$ cat config.mk
export PLATFORM = sky130hd
export DESIGN_NAME = cycle_sequencer
export DESIGN_NICKNAME = d
export VERILOG_FILES = /design/src/rtl/cycle_sequencer.sv
export SDC_FILE = /design/constraint.sdc
export NUM_CORES = 1
export LEC_CHECK = 0
export ABC_AREA = 1
export BUFFER_PORTS_ARGS = -buffer_cell sky130_fd_sc_hd__buf_2
export CORE_AREA = 2 2 43 75
export CTS_BUF_LIST = sky130_fd_sc_hd__clkbuf_2
export DETAILED_ROUTE_END_ITERATION = 8
export DIE_AREA = 0 0 45 77
export PLACE_DENSITY_LB_ADDON = 0.25
export SLEW_MARGIN = 40
export SYNTH_ARGS = -nofsm -noshare
export SYNTH_HDL_FRONTEND = slang
export SYNTH_SLANG_ARGS = --single-unit
$ cat constraint.sdc
create_clock -name Clk -period 5 [get_ports Clk]
set_clock_uncertainty 0.2 [all_clocks]
set_input_delay 0.25 -clock Clk [delete_from_list [all_inputs] [get_ports Clk]]
set_output_delay 0.25 -clock Clk [all_outputs]
set_load 0.03 [all_outputs]
$ cat src/rtl/cycle_sequencer.sv
// Multicycle CPU control sequencer: FETCH/DECODE/EXEC/WB walk with per-phase strobes and retire count.
// Latency: 3 cycles per non-memory instruction, 4 with writeback, plus one cycle per memory wait.
// Backpressure: MemRdy stalls FETCH/EXEC; MAX_WAIT consecutive stalls stop the sequencer with Fault.
module cycle_sequencer #(
  parameter int CNT_W    = 16,
  parameter int MAX_WAIT = 15
) (
  input  logic             Clk,
  input  logic             Clr,
  input  logic             Run,
  input  logic             Halt,
  input  logic             NeedMem,
  input  logic             IsStore,
  input  logic             NeedWb,
  input  logic             MemRdy,
  output logic [1:0]       State,
  output logic             Running,
  output logic             IrLd,
  output logic             PcInc,
  output logic             MemRe,
  output logic             MemWe,
  output logic             RegWe,
  output logic             Halted,
  output logic             Fault,
  output logic [CNT_W-1:0] InstrCnt
);

  typedef enum logic [1:0] {
    ST_FETCH  = 2'b00,
    ST_DECODE = 2'b01,
    ST_EXEC   = 2'b10,
    ST_WB     = 2'b11
  } state_t;

  // The access times out on the cycle that would be the MAX_WAIT-th consecutive stall.
  localparam logic [7:0] WAIT_LAST = 8'(MAX_WAIT - 1);
  localparam logic [CNT_W-1:0] CNT_ONE = CNT_W'(1);

  state_t             state_q, state_d;
  logic               running_q, running_d;
  logic               halted_q, halted_d;
  logic               fault_q, fault_d;
  logic [CNT_W-1:0]   cnt_q, cnt_d;
  logic [7:0]         wait_q, wait_d;

  logic               mem_cyc;
  logic               timeout;

  // A memory access is in flight during FETCH and during EXEC of a memory instruction.
  always_comb begin
    mem_cyc = running_q && ((state_q == ST_FETCH) || ((state_q == ST_EXEC) && NeedMem));
    timeout = mem_cyc && !MemRdy && (wait_q == WAIT_LAST);
  end

  // Next-state logic for the sequencer, status flags, retire counter and wait counter.
  always_comb begin
    state_d   = state_q;
    running_d = running_q;
    halted_d  = halted_q;
    fault_d   = fault_q;
    cnt_d     = cnt_q;
    wait_d    = wait_q;

    if (!running_q) begin
      // Idle: park in FETCH; a start request clears the sticky stop reasons but not the count.
      state_d = ST_FETCH;
      wait_d  = '0;
      if (Run) begin
        running_d = 1'b1;
        halted_d  = 1'b0;
        fault_d   = 1'b0;
      end
    end else if (timeout) begin
      // Abandon the instruction without retiring it.
      running_d = 1'b0;
      fault_d   = 1'b1;
      state_d   = ST_FETCH;
      wait_d    = '0;
    end else begin
      case (state_q)
        ST_FETCH: begin
          if (MemRdy) begin
            state_d = ST_DECODE;
            wait_d  = '0;
          end else begin
            wait_d = wait_q + 8'd1;
          end
        end
        ST_DECODE: begin
          wait_d = '0;
          if (Halt) begin
            // HALT itself counts as a retired instruction.
            running_d = 1'b0;
            halted_d  = 1'b1;
            state_d   = ST_FETCH;
            cnt_d     = cnt_q + CNT_ONE;
          end else begin
            state_d = ST_EXEC;
          end
        end
        ST_EXEC: begin
          if (!NeedMem || MemRdy) begin
            wait_d = '0;
            if (NeedWb) begin
              state_d = ST_WB;
            end else begin
              state_d = ST_FETCH;
              cnt_d   = cnt_q + CNT_ONE;
            end
          end else begin
            wait_d = wait_q + 8'd1;
          end
        end
        default: begin
          wait_d  = '0;
          state_d = ST_FETCH;
          cnt_d   = cnt_q + CNT_ONE;
        end
      endcase
    end
  end

  // State register with synchronous clear; Clr overrides everything including Run.
  always_ff @(posedge Clk) begin
    if (Clr) begin
      state_q   <= ST_FETCH;
      running_q <= 1'b0;
      halted_q  <= 1'b0;
      fault_q   <= 1'b0;
      cnt_q     <= '0;
      wait_q    <= '0;
    end else begin
      state_q   <= state_d;
      running_q <= running_d;
      halted_q  <= halted_d;
      fault_q   <= fault_d;
      cnt_q     <= cnt_d;
      wait_q    <= wait_d;
    end
  end

  // Phase strobes decode straight from the current state; Clr kills them in the same cycle.
  always_comb begin
    IrLd  = 1'b0;
    PcInc = 1'b0;
    MemRe = 1'b0;
    MemWe = 1'b0;
    RegWe = 1'b0;
    if (running_q && !Clr) begin
      case (state_q)
        ST_FETCH: begin
          MemRe = 1'b1;
          IrLd  = MemRdy;
          PcInc = MemRdy;
        end
        ST_EXEC: begin
          if (NeedMem) begin
            MemRe = !IsStore;
            MemWe = IsStore;
          end
        end
        ST_WB: begin
          RegWe = 1'b1;
        end
        default: begin
        end
      endcase
    end
  end

  assign State    = state_q;
  assign Running  = running_q;
  assign Halted   = halted_q;
  assign Fault    = fault_q;
  assign InstrCnt = cnt_q;

  // Read and write strobes are mutually exclusive by construction.
  a_mem_excl: assert property (@(posedge Clk) !(MemRe && MemWe));

endmodule

Word level (Yosys, flattened, before mapping)
Cells that the tools add are included.

cells by class
  bitwise logic cells = 3
  mux-type cells = 34
  eq/ne operators = 12
  reduce and logical (&&, ||, !) cells = 18
  $add $sub $neg = 2

operator list
  kind                                           count
  2-to-1 mux 16 bit                              3
  one-hot mux 16 bit (3 select lines)            1
  2-to-1 mux 1 bit                               21
  adder 16 x 1 -> 16 bit, second input constant  1
  2-to-1 mux 8 bit                               2
  one-hot mux 8 bit (2 select lines)             1
  != test 2 bit, second input constant           5
  adder 8 x 1 -> 8 bit, second input constant    1
  == test 8 x 4 -> 1 bit, second input constant  1
  2-to-1 mux 2 bit                               4
  != test 2 x 1 -> 1 bit, second input constant  3
  one-hot mux 2 bit (3 select lines)             1
  AND reduction 6 bit                            1
  logical AND 1 bit                              5
  == test 2 bit, second input constant           2
  logical NOT 1 bit                              4
  AND reduction 2 bit                            2
  AND reduction 4 bit                            1
  inverter 1 bit                                 3
  OR reduction 3 bit                             1
  == test 2 x 1 -> 1 bit, second input constant  1
  logical NOT 2 bit                              1
  logical OR 1 bit                               2
  one-hot mux 1 bit (2 select lines)             1
  nonzero test 2 bit                             1

storage, ports and cells
  bits in registers = 29
  output and inout bits = 26
  bits of input ports = 8
  word-level logic and storage cells = 75

Logic depth before layout (Yosys ltp)
  word-level depth = 8
  depth in mapped cells = 12
  gate-level depth less buffers = 11

Worst setup path after synthesis
OpenSTA, ideal clock, no wires.

  path kind = flip-flop to output port
  from = register running_q (netlist: Running)
  to = output PcInc
  path buffers = 1
  cell stages (with the launch flop) = 6
  path slack = 2.367 ns
  arrival = 2.183 ns
  data required time = 4.550 ns
  path through = dfxtp_1 inv_1 nor2_1 inv_1 nor4_1 buf_4

between the ends
  longest elaborated chain between the ends = 2

ends and longest elaborated chain
  item                    line  RTL
  from (decl)             40    logic running_q, running_d;
  from (signal assigned)  134   running_q <= running_d;
  logical AND 1 bit       149   if (running_q && !Clr) begin
  2-to-1 mux 1 bit        n/a
  to (decl)               19    output logic PcInc,

No other way between the ends.

Worst setup path after layout
  from = register running_q (netlist: Running)
  to = output PcInc

between the ends
  longest elaborated chain between the ends = 2

ends and longest elaborated chain
  item               line
  logical AND 1 bit  149
  2-to-1 mux 1 bit   149

No other way between the ends.

==> impl_metrics.ini <==
[cts]
cts.sinks = 29
cts_tree = done
clk_latency_ns = 0.36
h-tree-depth = 2
cts_root_buffer = clkbuf_2
cts_buffers = 5
cts_hold_buf = 2
ctsResizeCount = 0
post_cts_buffers = 0
clk_path_buf_depth = 2
clk_pin_slew_worst_paths_ns = 0.15

[cells_and_area]
final_util_pct = 68.1
num_antenna_cells = 0
area_growth_syn_to_layout_pct = 14.2
nets = 289
drive_gt1_share_pct = 25.4

[global_route]
antenna_found_initial = 0
grt_usage_pct = 23.4
grt_pass1_vias = 1550
grt_max_degree = 20
grt_pass1_wl_um = 6180
grt_overflow = 0

[worst_hold_path]
hold_path_end = State[1]
hold_path.class = in2reg
worstHoldStart = MemRdy
holdPathStages = 4

[setup_path]
crit_path_end_kind = output pin
crit_type = reg2out
reg2reg_depth = 8
cp.arrival_ns = 1.65
r2r-end = InstrCnt[6]
cp_max_fo = 5
crit_required_ns = 4.55
cp-start-kind = flip-flop
r2r-start = InstrCnt[0]
ff2ff_setup_slack_ns = 3.14

[yosys]
synth_warnings = 0
syn-cell-area_mm2 = 0.00171
seq_area_frac_synth_pct = 34.0
synth.ff_latch_count = 29
syn_area_per_cell_um2 = 7.09
syn_inst = 241
synth_cell_types = 28
syn-num-nets = 252

[route]
drt_first_pass_iters = 4
drtIter0Drc = 37
wirelength_um = 3510
avgViaCountPerCell = 5.26
drc = 0
routed-via-count = 1614
wl_per_cell_um = 11.4
ant_nets = 0

[floorplan]
die_w_um = 45
fp-row-count = 26
fp.dieH_um = 77
fp.coreArea_mm2 = 0.00286
num_io_pins = 34
initial_core_util_pct = 59.7
dieArea_mm2 = 0.00347

[outcome]
outcome = complete, no violations

[sta]
worstMarginPinSlew_ns = 0.467
drv_slew = 0
relSlewSlack_pct = 68.9
rsz0062_at_grt = no
finalCritPeriodShare_pct = 42.0
fin_crit_ns = 2.10
tns_ns = 0
hold_viol = 0
fmax_mhz = 476
finalSetupViolCount = 0

[power_and_ir_drop]
leakage_uw = 0.000839
peakVddDrop_mv = 0.158
power_uw = 434
powerDensity_mw_per_mm2 = 223

[placement]
dp_hpwl_um = 2660
port_buffers = 33
gp_routability_congestion = 0.893

[run]
max_cap_viol_count = 0
metrics by stage:
step	area, um^2	setup WS, ns	hold WS, ns	cells
detailed placement	1870	3.17	0.257	297
global route	1950	2.61	0.0155	307
floorplan	1710	2.37	0.230	241
global placement	1870	3.19	0.242	297
finish	1950	2.90	0.0197	307
CTS	1950	2.87	0.0102	307
registers in the layout, indices dropped and copies added (netlist names):
register  flops
Halted        1
Running       1
InstrCnt     16
Fault         1
State         2
wait_q        8
worst max-delay path by stage:
stage,startpoint,end,slack (ns),depth (start not counted)
2_1_floorplan,Running,PcInc,2.37,5
3_3_place_gp,InstrCnt[0],InstrCnt[6],3.19,8
3_5_place_dp,InstrCnt[0],InstrCnt[6],3.17,8
4_1_cts,Running,IrLd,2.87,5
5_1_grt,Running,IrLd,2.61,5
6_report,Running,PcInc,2.90,5
where the power goes:
part	leakage, uW	switching (uW)	internal [uW]
clock	0.0000406	82.4	85.4
sequential	0.000234	2.48	233
combinational	0.000564	21.1	10.1
synth_stat cells (all sizes together):
master | n | area share [%]
nor3b | 2 | 0.88
nand4 | 8 | 2.9
a21oi | 20 | 8.1
nor2 | 35 | 9.2
nor4 | 2 | 0.73
nand3b | 1 | 1.2
xnor2 | 6 | 3.1
clkbuf | 2 | 0.44
dfxtp | 29 | 34
inv | 27 | 5.9
o22ai | 1 | 0.37
xor2 | 5 | 2.6
buf | 3 | 2.0
ha | 3 | 2.2
nand2 | 77 | 20
nor3 | 2 | 0.59
o21ai | 3 | 0.88
nand3 | 15 | 4.7
cell type report:
| type | instances | area, um^2 |
|---|---|---|
| fill | 266 | 912 |
| inverter | 27 | 101 |
| multi-input combinational | 180 | 985 |
| clock inverter | 2 | 33.8 |
| sequential | 29 | 581 |
| clock buffer | 6 | 30.0 |
| tap | 28 | 35.0 |
| timing repair buffer | 35 | 185 |
critical path, cell delays in order, from the launching register on:
cell and delay [ns]:
dfxtp_1 0.44, inv_1 0.08, nor2_1 0.15, inv_1 0.11, nor4_1 0.25, buf_2 0.26
cell families (layout without fill, tap and decap cells):
logic type                 count (synthesis)  after routing  synth area share, %
and+or+nand+nor                          142            142                 40.5
AOI/OAI and AO/OA                         24             24                 9.30
adders and majority gates                  3              3                 2.20
xor gates and xnor gates                  11             11                 5.64
buffers and inverters                     32             70                 8.35
DFF                                       29             29                 34.0
cells in the final DEF (no fill, tap or decap), drive strengths merged, types with 6 or more instances in the layout:
cell type,instances
nand2,77
nor2,35
buf,33
dfxtp,29
inv,27
a21oi,20
nand3,15
nand4,8
xnor2,6
clkbuf,6
routing by layer:
metal  track usage, %  share of wire [%]  vias to the layer above
met4             10.9                2.3                        0
met5                0                  0                        -
met3             5.88                3.5                       10
met2             41.4                 55                       27
met1             24.0                 39                      734
li1                 -                  -                      843
No activity file was read; power rests on OpenSTA's default activity.
